### config.mk
export PLATFORM = sky130hd
export DESIGN_NAME = fetch_stage
export DESIGN_NICKNAME = d
export VERILOG_FILES = /design/src/rtl/fetch_pkg.sv /design/src/rtl/fetch_pc_next.sv /design/src/rtl/fetch_stage.sv
export SDC_FILE = /design/constraint.sdc
export NUM_CORES = 1
export LEC_CHECK = 0
export BUFFER_PORTS_ARGS = -buffer_cell sky130_fd_sc_hd__buf_2
export CORE_MARGIN = 10
export CORE_UTILIZATION = 30
export DETAILED_ROUTE_END_ITERATION = 10
export HOLD_SLACK_MARGIN = 0.1
export SYNTH_ARGS = -nofsm -noshare
export SYNTH_HDL_FRONTEND = slang
export SYNTH_SLANG_ARGS = --single-unit
### constraint.sdc
create_clock -name clk -period 2.2 [get_ports clk]
set_input_delay 0.33 -clock clk [delete_from_list [all_inputs] [get_ports clk]]
set_output_delay 0.33 -clock clk [all_outputs]
set_load 0.05 [all_outputs]
### src/rtl/fetch_pkg.sv
// Shared types and constants for the RV64 instruction fetch stage.
// Holds the fetch FSM state enum, the nop encoding and instruction size.
package fetch_pkg;

   typedef enum logic [2:0] {
      S_IDLE,
      S_REQ,
      S_WAIT,
      S_HOLD,
      S_FLUSH
   } fetch_state_t;

   localparam logic [31:0] INSTR_NOP   = 32'h0000_0013;
   localparam int unsigned INSTR_BYTES = 4;

endpackage

### src/rtl/fetch_pc_next.sv
// Next-PC select for the fetch stage: redirect, then pc+4, else hold.
// Ports: pc, advance, redirect_valid, redirect_pc in; pc_next out.
import fetch_pkg::*;

module fetch_pc_next (
   input  logic [63:0] pc,
   input  logic        advance,
   input  logic        redirect_valid,
   input  logic [63:0] redirect_pc,
   output logic [63:0] pc_next
);

   always_comb begin
      pc_next = pc;
      if (redirect_valid)
         pc_next = redirect_pc;
      else if (advance)
         pc_next = pc + 64'(INSTR_BYTES);
   end

endmodule

### src/rtl/fetch_stage.sv
// RV64 fetch stage: one outstanding imem request, valid/ready to decode,
// redirect with stale-response flush. Optional FETCH_MISALIGN_CHECK_EN.
// Ports: clk, rst_n; ireq_valid/addr/ready; iresp_valid/data;
// redirect_valid/pc; out_valid/ready/pc/instr/misalign.
import fetch_pkg::*;

module fetch_stage #(
   parameter logic [63:0] RESET_PC = 64'h0000_0000_8000_0000
) (
   input  logic        clk,
   input  logic        rst_n,
   output logic        ireq_valid,
   output logic [63:0] ireq_addr,
   input  logic        ireq_ready,
   input  logic        iresp_valid,
   input  logic [31:0] iresp_data,
   input  logic        redirect_valid,
   input  logic [63:0] redirect_pc,
   output logic        out_valid,
   input  logic        out_ready,
   output logic [63:0] out_pc,
   output logic [31:0] out_instr,
   output logic        out_misalign
);

   fetch_state_t state;
   fetch_state_t state_next;
   logic [63:0]  pc;
   logic [63:0]  pc_next;
   logic         fault;
   logic         advance;
   logic         load_resp;
   logic         load_fault;
   logic         clr_out;

`ifdef FETCH_MISALIGN_CHECK_EN
   assign fault = (state == S_REQ) && (pc[1:0] != 2'b00);
`else
   assign fault = 1'b0;
`endif

   // A faulting PC never reaches memory.
   assign ireq_valid = (state == S_REQ) && !fault;
   assign ireq_addr  = pc;

   always_comb begin
      state_next = state;
      advance    = 1'b0;
      load_resp  = 1'b0;
      load_fault = 1'b0;
      clr_out    = 1'b0;
      case (state)
         S_IDLE: state_next = S_REQ;
         S_REQ: begin
            if (redirect_valid) begin
               // An accepted request to the old PC is still owed.
               if (ireq_valid && ireq_ready)
                  state_next = S_FLUSH;
            end else if (fault) begin
               load_fault = 1'b1;
               state_next = S_HOLD;
            end else if (ireq_ready) begin
               state_next = S_WAIT;
            end
         end
         S_WAIT: begin
            if (iresp_valid) begin
               state_next = redirect_valid ? S_REQ : S_HOLD;
               load_resp  = !redirect_valid;
               advance    = !redirect_valid;
            end else if (redirect_valid) begin
               state_next = S_FLUSH;
            end
         end
         S_HOLD: begin
            if (redirect_valid || out_ready) begin
               clr_out    = 1'b1;
               state_next = S_REQ;
            end
         end
         S_FLUSH: begin
            if (iresp_valid && !redirect_valid)
               state_next = S_REQ;
         end
         default: state_next = S_IDLE;
      endcase
   end

   fetch_pc_next u_pc_next (
      .pc             (pc),
      .advance        (advance),
      .redirect_valid (redirect_valid),
      .redirect_pc    (redirect_pc),
      .pc_next        (pc_next)
   );

   always_ff @(posedge clk or negedge rst_n) begin
      if (!rst_n)
         state <= S_IDLE;
      else
         state <= state_next;
   end

   always_ff @(posedge clk or negedge rst_n) begin
      if (!rst_n)
         pc <= RESET_PC;
      else
         pc <= pc_next;
   end

   always_ff @(posedge clk or negedge rst_n) begin
      if (!rst_n) begin
         out_valid <= 1'b0;
         out_pc    <= '0;
         out_instr <= '0;
      end else if (load_resp) begin
         out_valid <= 1'b1;
         out_pc    <= pc;
         out_instr <= iresp_data;
      end else if (load_fault) begin
         out_valid <= 1'b1;
         out_pc    <= pc;
         out_instr <= INSTR_NOP;
      end else if (clr_out) begin
         out_valid <= 1'b0;
      end
   end

`ifdef FETCH_MISALIGN_CHECK_EN
   always_ff @(posedge clk or negedge rst_n) begin
      if (!rst_n)
         out_misalign <= 1'b0;
      else if (load_fault)
         out_misalign <= 1'b1;
      else if (load_resp || clr_out)
         out_misalign <= 1'b0;
   end
`else
   assign out_misalign = 1'b0;
`endif

endmodule

==> flow_summary.json, run 1 <==
{
  "status": "finished, final reports clean",
  "io_pins": 265,
  "htreeDepth": 4,
  "skew_ns": 0.0179,
  "drc": 0,
  "multi_input_area_mm2": 0.00366,
  "start_util_pct": 30.4,
  "whs_ns": 0.0984,
  "clk_pin_slew_worst_paths_ns": 0.07,
  "synth_fa_ha_area_share_pct": 0.158,
  "wl_per_cell_um": 18.2,
  "grt_usage_pct": 17.2,
  "fin_setup_tns_ns": 0,
  "wl_um": 29300,
  "clockBufferDepth": 2,
  "syn_area_mm2": 0.00790,
  "async_flop_share_pct": 100,
  "path_cells": "nand4_1, buf_4, nor4_4, nand3_4, or4b_1, a31oi_1",
  "finalHoldViolCount": 0,
  "crit_fanout": 7,
  "yosys_register_bits": 164,
  "synth_top_family_by_area": "simple AND/OR/NAND/NOR gates",
  "min_period_ns": 2.16,
  "cp-end-kind": "register",
  "fp.coreArea_mm2": 0.0260,
  "maxCapViolations": 0,
  "max-vdd-ir-drop_v": 0.000629,
  "fp.dieW_um": 182,
  "final-max-slew-violation-count": 0,
  "cts_tree": "yes",
  "synthMuxAreaShare_pct": 1.09,
  "rsz0062_at_grt": "true",
  "ys_types": 63,
  "crit_slowest_cell": "or4b_1",
  "overflow": 0,
  "place_area_mm2": 0.0102,
  "cts_buffers": 17,
  "dp_hpwl_um": 21900,
  "crit_family": "simple AND/OR/NAND/NOR gates",
  "synthSimpleGateAreaFrac_pct": 32.7,
  "gp_congestion": 0.856,
  "cts.sinks": 164,
  "arrival_ns": 2.50,
  "max_slew_margin_pct": 57.3,
  "ys_warn_count": 0,
  "drive_above_1_share_pct": 35.8,
  "regArea_mm2": 0.00416,
  "dieArea_mm2": 0.0332,
  "synth_compound_area_share_pct": 6.78,
  "synth_xor_area_share_pct": 4.32,
  "dr.pass1.iters": 5,
  "grt_pass1_wl_um": 45500,
  "avgSynthCellArea_um2": 8.81,
  "final_common_cell": "nand2_1",
  "crit_type": "reg -> reg",
  "dr.first_iter.drc_count": 371,
  "cts_root_buf": "clkbuf_16",
  "numPlacedInstances": 1531,
  "slowest_delay_ns": 0.54,
  "syn-num-nets": 1000,
  "worst-slew-pin-transition_ns": 0.640,
  "leakagePower_nw": 5.52,
  "power_density_mw_per_mm2": 1100,
  "final_area_mm2": 0.0113,
  "hold_path_class": "in -> reg",
  "grt_pass1_vias": 7839,
  "antenna_found_initial": 4,
  "synth_ff_type": "dfrtp_1",
  "grt_max_degree": 60,
  "final_antenna_net_count": 0,
  "synthCells": 897,
  "layout.nets": 1364,
  "worstPathRequired_ns": 2.54,
  "port_buffers": 263,
  "fp.dieH_um": 182,
  "cp-start-kind": "register",
  "mostFrequentLayoutCells": "nand2_1 (345), buf_2 (262), dfrtp_1 (123), buf_4 (76), o21ai_0 (56)",
  "layout.cells.non_filler": 1611,
  "ys_seq_area_share_pct": 52.0,
  "via_per_inst": 4.83,
  "rows": 59,
  "crit_buf_inv": 1,
  "setup_violations": 0,
  "total_power_mw": 12.4,
  "synth_edf_count": 0,
  "min_period_over_period_pct": 98.2,
  "fill_cells": 2617,
  "syn_to_final_growth_pct": 42.4,
  "clk_latency_ns": 0.44,
  "timing.fmax_mhz": 463,
  "num_vias": 7780
}
## path summary, 6_finish.rpt
check	from	end	slack [ns]	cells past startpoint
setup reg to reg	ireq_addr[10]$_DFFE_PN0P_	ireq_addr[58]$_DFFE_PN0P_	0.04	6
hold reg to reg	out_instr[12]$_DFFE_PN0P_	out_instr[12]$_DFFE_PN0P_	0.47	2
max in group asynchronous	rst_n	out_instr[14]$_DFFE_PN0P_	1.04	3
setup / recovery	ireq_addr[10]$_DFFE_PN0P_	ireq_addr[58]$_DFFE_PN0P_	0.04	6
hold / removal	redirect_pc[40]	ireq_addr[40]$_DFFE_PN0P_	0.1	3
min in group asynchronous	rst_n	out_pc[43]$_DFFE_PN0P_	0.47	2
## cell families (layout without fill, tap and decap cells)
| family | Yosys count | after routing |
|---|---|---|
| other cells | 1 | 3 |
| buf+inv | 53 | 430 |
| simple gates | 538 | 538 |
| xor+xnor | 39 | 39 |
| compound gates | 93 | 93 |
| mux | 8 | 8 |
| fa+ha+maj | 1 | 1 |
| flops | 164 | 164 |
## report_power, final
part           total [mW]  internal [mW]  leakage [nW]  switching, mW
Sequential           4.27           3.80          2.03          0.465
Combinational        5.27           1.22          3.23           4.05
Clock                2.83           1.49         0.267           1.34
## final cells by class
cell class | count | share of cell area [%]
well taps | 335 | 3.73
clock inverters | 14 | 0.934
repair buffers | 389 | 21.6
clock buffers | 18 | 3.90
inverters | 9 | 0.300
diodes | 2 | 0.0445
multi-input cells | 680 | 32.5
flip-flops and latches | 164 | 36.9
## metal layers
metal  track usage (%)  vias to the layer above  share of wire, %
li1                  -                     3784                 -
met1              22.4                     3704                45
met2              27.2                      261                46
met3              4.87                       27               7.3
met4              5.34                        4               1.7
met5                 0                        -             0.072
## synth_stat cells, types with 5 or more instances
cell	number	area, um2
a21oi_1	5	25.0
a31oi_1	15	93.8
nor3_1	12	60.1
or4_1	9	67.6
clkbuf_1	34	128
and4_1	7	61.3
nor2_1	33	124
xor2_1	17	149
mux2_2	5	56.3
or3_1	15	93.8
nand3_1	25	125
inv_1	8	30.0
nor4_1	17	106
nand2_1	345	1290
xnor2_1	22	193
o21ai_0	56	280
and3_1	7	43.8
nand4_1	29	181
dfrtp_1	163	4080
## stage by stage
stage,utilization [%],worst slack [ns]
2_1_floorplan,-,-0.144
3_3_place_gp,39.3,0.119
3_5_place_dp,39.3,0.0997
4_1_cts,43.1,0.0418
5_1_grt,43.3,-0.0838
6_report,43.3,0.0403
## flip-flops by register name (all words and copies together) (netlist names)
register   count
out_pc        64
state          3
out_instr     32
out_valid      1
ireq_addr     64
## timing repair
action / CTS / global route
setup endpoints to repair: 0 / 12
endpoints found under the hold margin: 97 / 0
gates resized for setup: 0 / 5
setup buffers: 0 / 1
hold buffers: 45 / 0
## worst min-delay path, stage by stage
cell and delay [ns]:
buf_2 0.07, nand2_1 0.04, o21ai_0 0.06
No activity file was read; power rests on OpenSTA's default activity.
==> run 2, diff against run 1 <==
Settings changed: PLACE_DENSITY set to 0.49.
Clock period 2.2 ns to 2 ns, I/O delays scaled along.
==> run 2 against run 1 <==
  * The run now ends with setup timing left
  * Count of clock-buffer cells in the layout is the same
  * Critical path depth down 1
  * Combinational power grew 15%
  * Utilization up 4.1 points
  * Die area is the same
  * Total power is 13% higher
  * Via count increased by 4.7%
  * Sequential power is 9.1% higher
  * Sequential share of layout area is 3.2 points lower
  * Fmax rose by 5.2%
  * Register-to-register slack worse by 0.09 ns
  * Largest cell class unchanged
  * Largest power group unchanged
==> flow_summary.json, run 2 (synthesis results as in run 1) <==
{
  "crit_fanout": 3,
  "setup_violations": 2,
  "crit_type": "reg -> reg",
  "rows": 59,
  "status": "finished with violations",
  "dp_hpwl_um": 22900,
  "dieArea_mm2": 0.0332,
  "clk_latency_ns": 0.43,
  "power_density_mw_per_mm2": 1130,
  "cts_root_buf": "clkbuf_16",
  "via_per_inst": 4.76,
  "timing.fmax_mhz": 487,
  "start_util_pct": 30.4,
  "layout.nets": 1465,
  "cp-end-kind": "register",
  "slowest_delay_ns": 0.55,
  "syn_to_final_growth_pct": 55.9,
  "wl_met3_um": 2310,
  "num_vias": 8147,
  "maxCapViolations": 0,
  "wl_um": 31000,
  "dr.pass1.iters": 5,
  "power_frac_seq_pct": 33.5,
  "overflow": 0,
  "hold_path_class": "in -> reg",
  "dr.first_iter.drc_count": 537,
  "met2WireLength_um": 14000,
  "crit_slowest_cell": "or4_4",
  "clkPwrFrac_pct": 23.1,
  "reg2reg_from": "ireq_addr[10]$_DFFE_PN0P_",
  "wl_per_cell_um": 18.1,
  "post-route-util_pct": 47.4,
  "swShare_pct": 46.8,
  "min_period_ns": 2.05,
  "path_cells": "nand4_1, buf_4, or3_1, or4_4, a221o_1",
  "grt_max_degree": 103,
  "final_area_mm2": 0.0123,
  "p_int_mw": 7.41,
  "violations": "setup timing",
  "min_period_over_period_pct": 103,
  "grt_pass1_vias": 8350,
  "final-max-slew-violation-count": 0,
  "final_common_cell": "nand2_1",
  "rsz0062_at_grt": "true",
  "drive_above_1_share_pct": 40.5,
  "fp.coreArea_mm2": 0.0260,
  "cp-start-kind": "register",
  "htreeDepth": 4,
  "fill_cells": 2595,
  "cts_buffers": 17,
  "crit_family": "simple AND/OR/NAND/NOR gates",
  "port_buffers": 263,
  "clockBufferDepth": 2,
  "finalHoldViolCount": 0,
  "p_sw_mw": 6.52,
  "gp_congestion": 0.849,
  "final_antenna_net_count": 0,
  "place_area_mm2": 0.0107,
  "reg2reg_slack_ns": -0.05,
  "skew_ns": 0.0126,
  "cts.sinks": 164,
  "clk_pin_slew_worst_paths_ns": 0.07,
  "max-vdd-ir-drop_v": 0.000781,
  "whs_ns": 0.103,
  "reg2reg_depth": 5,
  "hp-start": "redirect_pc[23]",
  "leakagePower_nw": 6.08,
  "worst-slew-pin-transition_ns": 0.525,
  "mostFrequentLayoutCells": "nand2_1 (345), buf_2 (262), buf_4 (148), dfrtp_1 (123), dlygate4sd3_1 (67)",
  "min_to": "ireq_addr[23]$_DFFE_PN0P_",
  "holdPathStages": 3,
  "max_slew_margin_pct": 65.0,
  "fin_setup_tns_ns": -0.0676,
  "fp.dieW_um": 182,
  "drc": 0,
  "total_power_mw": 13.9,
  "grt_usage_pct": 18.2,
  "grt_pass1_wl_um": 48200,
  "worstPathRequired_ns": 2.32,
  "dr.max_layer_used": "met5",
  "cts_tree": "yes",
  "crit_buf_inv": 1,
  "fp.dieH_um": 182,
  "r2r_end": "ireq_addr[48]$_DFFE_PN0P_",
  "m1WireLength_um": 14300,
  "io_pins": 265,
  "worst_slack_ns": -0.0521,
  "antenna_found_initial": 3,
  "arrival_ns": 2.37,
  "p_comb_share_pct": 43.5
}
-- run 2: how the worst max path moves through the flow --
stage / from / to / cells past startpoint
2_1_floorplan: ireq_addr[31]$_DFFE_PN1P_ / ireq_addr[48]$_DFFE_PN0P_ / 5
3_3_place_gp: ireq_addr[31]$_DFFE_PN1P_ / ireq_addr[54]$_DFFE_PN0P_ / 6
3_5_place_dp: ireq_addr[31]$_DFFE_PN1P_ / ireq_addr[54]$_DFFE_PN0P_ / 6
4_1_cts: state[2]$_DFFE_PN0P_ / ireq_addr[48]$_DFFE_PN0P_ / 4
5_1_grt: ireq_addr[10]$_DFFE_PN0P_ / ireq_addr[48]$_DFFE_PN0P_ / 5
6_report: ireq_addr[10]$_DFFE_PN0P_ / ireq_addr[48]$_DFFE_PN0P_ / 5
-- run 2: power by group through the flow --
stage / sequential [mW] / clock [mW] / combinational, mW
2_1_floorplan: 7.74 / 0 / 1.06
3_3_place_gp: 4.69 / 0 / 5.91
3_5_place_dp: 4.72 / 0 / 5.93
4_1_cts: 4.66 / 3.30 / 6.09
5_1_grt: 4.78 / 3.43 / 6.46
6_report: 4.66 / 3.21 / 6.06
-- run 2: timing repair --
action | in CTS | in global routing
gates cloned | 1 | 0
hold buffers | 67 | 0
endpoints found under the setup margin | 18 | 32
endpoints found under the hold margin | 105 | 0
resized for setup | 17 | 25
setup buffers | 11 | 11
pin swaps | 15 | 25
-- run 2: layout make-up --
cell class	instances	area [um2]	share of cell area (%)
flip-flops and latches	164	4160	33.8
diodes	1	2.50	0.0203
clock buffers	18	429	3.49
repair buffers	490	3270	26.6
multi-input cells	680	3870	31.4
inverters	9	33.8	0.274
clock inverters	14	128	1.04
well taps	335	419	3.40
-- run 2: stage by stage --
| step | setup WS [ns] | cells |
|---|---|---|
| final | -0.0521 | 1711 |
| after detailed placement | -0.116 | 1590 |
| after global placement | -0.117 | 1590 |
| after CTS | -0.0201 | 1701 |
| after global routing | -0.122 | 1711 |
| after floorplan | -0.344 | 897 |
-- run 2: worst reg2reg max path: stages, from the launching register on --
cell and delay (ns):
dfrtp_2 0.38, nand4_1 0.14, buf_4 0.17, or3_1 0.40, or4_4 0.55, a221o_1 0.30
-- run 2: routing by layer --
layer  GRT usage (%)  vias up
met2            28.5      250
met3            5.80       28
met5               0        -
met4            4.56        4
met1            23.7     3876
li1                -     3989
